File: src/rtl/bitlogic_responder.sv
// bitlogic_responder: handshaked WIDTH-bit bitwise logic unit. Requests are
// evaluated on acceptance and queued in a 2-entry in-order response buffer.
// The head entry drives resp_*; a second (tail) slot absorbs one extra
// result while the initiator holds off resp_ready.
//
// Handshake: a transfer happens on a rising edge where valid && ready. A
// producer holds its payload stable while valid=1 and ready=0. req_ready
// depends only on buffer state (and rst_n), never on resp_ready.
module bitlogic_responder #(
    parameter int WIDTH = 4,
    parameter int CNT_W = 8
) (
    input  logic             clk,
    input  logic             rst_n,
    input  logic             req_valid,
    output logic             req_ready,
    input  logic [2:0]       req_op,
    input  logic [WIDTH-1:0] req_a,
    input  logic [WIDTH-1:0] req_b,
    output logic             resp_valid,
    input  logic             resp_ready,
    output logic [WIDTH-1:0] resp_result,
    output logic [2:0]       resp_op,
    output logic             resp_err,
    output logic [CNT_W-1:0] txn_count,
    output logic [CNT_W-1:0] err_count
);

    localparam logic [CNT_W-1:0] CNT_MAX = {CNT_W{1'b1}};

    // Head entry (drives the outputs) and tail entry.
    logic             head_valid;
    logic [WIDTH-1:0] head_result;
    logic [2:0]       head_op;
    logic             head_err;
    logic             tail_valid;
    logic [WIDTH-1:0] tail_result;
    logic [2:0]       tail_op;
    logic             tail_err;

    logic             accept;
    logic             pop;
    logic [WIDTH-1:0] new_result;
    logic             new_err;

    // Evaluate the requested bitwise function; opcode 111 yields zero + error.
    always_comb begin
        new_result = '0;
        new_err    = 1'b0;
        case (req_op)
            3'b000:  new_result = req_a & req_b;
            3'b001:  new_result = req_a | req_b;
            3'b010:  new_result = req_a ^ req_b;
            3'b011:  new_result = ~(req_a ^ req_b);
            3'b100:  new_result = ~(req_a & req_b);
            3'b101:  new_result = ~(req_a | req_b);
            3'b110:  new_result = ~req_a;
            default: begin
                new_result = '0;
                new_err    = 1'b1;
            end
        endcase
    end

    // Ready whenever a slot is free; held low while reset is asserted.
    assign req_ready = rst_n && !(head_valid && tail_valid);
    assign accept    = req_valid && req_ready;
    assign pop       = head_valid && resp_ready;

    // Buffer update: the tail slot is only used while the head is occupied,
    // so in-order delivery is simply "tail moves into head on pop".
    // Head data is left untouched when the buffer drains, keeping the last
    // outputs stable while empty.
    always_ff @(posedge clk) begin
        if (!rst_n) begin
            head_valid  <= 1'b0;
            head_result <= '0;
            head_op     <= '0;
            head_err    <= 1'b0;
            tail_valid  <= 1'b0;
            tail_result <= '0;
            tail_op     <= '0;
            tail_err    <= 1'b0;
        end else begin
            if (pop) begin
                if (tail_valid) begin
                    head_result <= tail_result;
                    head_op     <= tail_op;
                    head_err    <= tail_err;
                    if (accept) begin
                        tail_result <= new_result;
                        tail_op     <= req_op;
                        tail_err    <= new_err;
                    end else begin
                        tail_valid  <= 1'b0;
                    end
                end else if (accept) begin
                    head_result <= new_result;
                    head_op     <= req_op;
                    head_err    <= new_err;
                end else begin
                    head_valid  <= 1'b0;
                end
            end else if (accept) begin
                if (!head_valid) begin
                    head_valid  <= 1'b1;
                    head_result <= new_result;
                    head_op     <= req_op;
                    head_err    <= new_err;
                end else begin
                    tail_valid  <= 1'b1;
                    tail_result <= new_result;
                    tail_op     <= req_op;
                    tail_err    <= new_err;
                end
            end
        end
    end

    // Transaction counter wraps; error counter saturates at all-ones.
    always_ff @(posedge clk) begin
        if (!rst_n) begin
            txn_count <= '0;
            err_count <= '0;
        end else if (accept) begin
            txn_count <= txn_count + 1'b1;
            if (new_err && err_count != CNT_MAX) begin
                err_count <= err_count + 1'b1;
            end
        end
    end

    assign resp_valid  = head_valid;
    assign resp_result = head_result;
    assign resp_op     = head_op;
    assign resp_err    = head_err;

endmodule
File: config.mk
export PLATFORM = sky130hd
export DESIGN_NAME = bitlogic_responder
export DESIGN_NICKNAME = d
export VERILOG_FILES = /design/src/rtl/bitlogic_responder.sv
export SDC_FILE = /design/constraint.sdc
export NUM_CORES = 1
export LEC_CHECK = 0
export ABC_AREA = 1
export CORE_ASPECT_RATIO = 1.5
export CORE_UTILIZATION = 45
export DETAILED_ROUTE_END_ITERATION = 8
export HOLD_SLACK_MARGIN = 0.08
export PLACE_DENSITY = 0.76
export SKIP_CTS_REPAIR_TIMING = 1
export SLEW_MARGIN = 20
export SYNTH_ARGS = -nofsm -noshare
export SYNTH_HDL_FRONTEND = slang
export SYNTH_SLANG_ARGS = --single-unit
File: constraint.sdc
create_clock -name clk -period 1.6 [get_ports clk]
set_input_delay 0.32 -clock clk [delete_from_list [all_inputs] [get_ports clk]]
set_output_delay 0.32 -clock clk [all_outputs]
set_load 0.01 [all_outputs]
==> reports/summary.txt <==
Crit Path Category -> flip-flop to output pin
mean post-synth cell area -> 6.668 um^2
share of post-route cells with drive strength above 1 -> 17.57%
vias in the first global route -> 2,037
GR Util All Layers -> 20.32%
residual DRC count -> 0
share of the yosys chip area belonging to registers -> 32.00%
endpoints failing setup -> 0
Synth area leaders -> dfxtp_1 (32%), nand2_1 (14%), inv_1 (8.5%)
Buf/Inv on CP -> 1
DR WL/cell -> 10.88 um
top cells by count, synth -> nand2_1 (77), inv_1 (48), nor2_1 (35), dfxtp_1 (34), a21oi_1 (28)
1st-iter DRT viols -> 114
Worst setup EP type -> output pin
CTS Buf Count -> 5
number of fill cells -> 403
YS warnings -> 0
Final Hold Fails -> 0
setup_tns -> 0 ps
initial antenna violation count -> 0
largest area contributor in the netlist -> dfxtp_1
worst skew pair latency -> 280 ps
CTS root buffer -> clkbuf_8
most common cell in the netlist -> nand2_1
worst path cell trace -> clkdlybuf4s50_1
# IOs -> 41
CP top delay family -> buffers and inverters
status -> finished, final reports clean
CTS max path bufs -> 2
Pwr Density -> 642.9 nW/um^2
total chip power -> 1890 uW
ys async rst share -> 0%
Synth-to-Final Area Change -> 38.24%
htree depth -> 2
clk sinks -> 34
Final Instance Area -> 2940 um^2
critical-path cell with the highest stage delay -> clkdlybuf4s50_1
Layout Nets -> 414
Final Non-Filler Cells -> 451
clk slew on worst S/H paths -> 70 ps
Inst Count DP -> 444
RSZ-0062 raised after global routing -> no
dpl cell area -> 2768 um^2
CP peak stage delay -> 560 ps
max frequency -> 643.2 MHz
largest net degree at the start of global routing -> 20
final wirelength -> 4.906 mm
max cap viols -> 0
period utilisation layout -> 97.18%
total nets after synthesis -> 345
Hold Path Class -> flip-flop to flip-flop
Final Skew -> 3.505 ps
diode count -> 0
post-DP HPWL -> 3.536 mm
post-synthesis register bit count -> 34
Die Ht -> 86.21 um
gr ovfl total -> 0
min Tclk post-route -> 1555 ps
DIE WIDTH -> 58.14 um
Synth Flop Type -> dfxtp_1
Slew headroom -> 75.48%
first-pass detailed-route iteration total -> 4
vias -> 2,175
post-synth top area share -> 32.00%
Gate Count Post-Synth -> 319
Final Wtd Congestion -> 0.8293
CP startpoint kind -> flip-flop
Distinct cells, synth -> 29
Core Area -> 4542 um^2
VDD IR max -> 0.3234 mV
CP Max Fanout -> 4
vias per cell -> 4.823
cell area after synthesis -> 2127 um^2
hold slack -> 453.5 ps
CTS tree -> built
pins over their slew limit -> 0
DRT antenna net count -> 0
first-pass GRT wire length -> 8.086 mm
Req. time, crit path -> 1280 ps
EDFF count, synth -> 0
Worst Path Arrival -> 1230 ps
Port Buf Inserts -> 40
actual slew at the worst max-slew pin -> 367.4 ps
Pleak -> 0.001382 uW
Initial Utilization -> 46.83%
die area -> 5012 um^2
floorplan row count -> 30
cell usage in the layout, fill, tap and decap left out, drive strengths merged:
cell and n:
ha 11, nand3 23, dlymetal6s2s 6, o21a 2, inv 50, nor3 3
nand2 79, a41oi 1, nand4 9, o21ai 20, dfxtp 34, xor2 3
a21oi 28, a211oi 1, clkdlybuf4s50 34, nand3b 2, buf 32, xnor2 3
nor2 40, clkbuf 6
routing by layer:
| layer | up-vias | routed length, um | share of wire (%) | GRT usage, % |
|---|---|---|---|---|
| li1 | 1148 | - | - | - |
| met1 | 953 | 1988 | 41 | 20.31 |
| met2 | 62 | 2635 | 54 | 38.87 |
| met3 | 12 | 138 | 2.8 | 3.284 |
| met4 | 0 | 143 | 2.9 | 10.61 |
| met5 | - | 0 | 0 | 0 |
worst register-to-register path: stages (launching register included):
cell and delay [ps]:
dfxtp_1 400, ha_2 230, nand3_1 100, nor2_1 160
nand3_1 160, nand2_4 150, inv_2 80, nor2_1 90
nor2_1 50
state kept, by name (all words and copies together) (netlist names):
| name | count |
|---|---|
| resp_valid | 1 |
| tail_err | 1 |
| tail_valid | 1 |
| tail_op | 3 |
| tail_result | 4 |
| txn_count | 8 |
| resp_err | 1 |
| resp_result | 4 |
| err_count | 8 |
| resp_op | 3 |
worst paths after layout:
path / start / to / slack, ps / cells after the start
setup / recovery: err_count[0] / err_count[0] / 50 / 1
hold / removal: resp_op[2] / resp_op[2] / 450 / 2
setup reg to reg: err_count[0] / err_count[1] / 80 / 8
hold reg to reg: resp_op[2] / resp_op[2] / 450 / 2
cells by family after synthesis:
kind of cell	synth area share, %
XOR/XNOR	2.471
buffers and inverters	12.59
flip-flops	32.00
AO/OA/AOI/OAI	12.76
adder cells (fa/ha/maj)	6.470
AND/OR/NAND/NOR	33.71
cell type report:
| cell class | instances | area (um^2) | area share, % |
|---|---|---|---|
| clock buffers | 6 | 82.58 | 2.809 |
| inverters | 50 | 187.7 | 6.383 |
| multi-input cells | 225 | 1244 | 42.30 |
| flip-flops and latches | 34 | 686.9 | 23.36 |
| well taps | 64 | 80.08 | 2.723 |
| repair buffers | 72 | 659.4 | 22.43 |
through the flow:
step | util (%) | setup slack (ps)
2_1_floorplan | - | 2.951
3_3_place_gp | 60.94 | -211.7
3_5_place_dp | 60.94 | -237.7
4_1_cts | 62.75 | -227.5
5_1_grt | 64.74 | 4.059
6_report | 64.74 | 45.18
report_power, final:
| group | total (uW) | internal (uW) | switching (uW) |
|---|---|---|---|
| combinational | 378 | 177 | 201 |
| sequential | 894 | 873 | 20.4 |
| clock | 619 | 332 | 287 |
(Power assumes the default switching activity.)
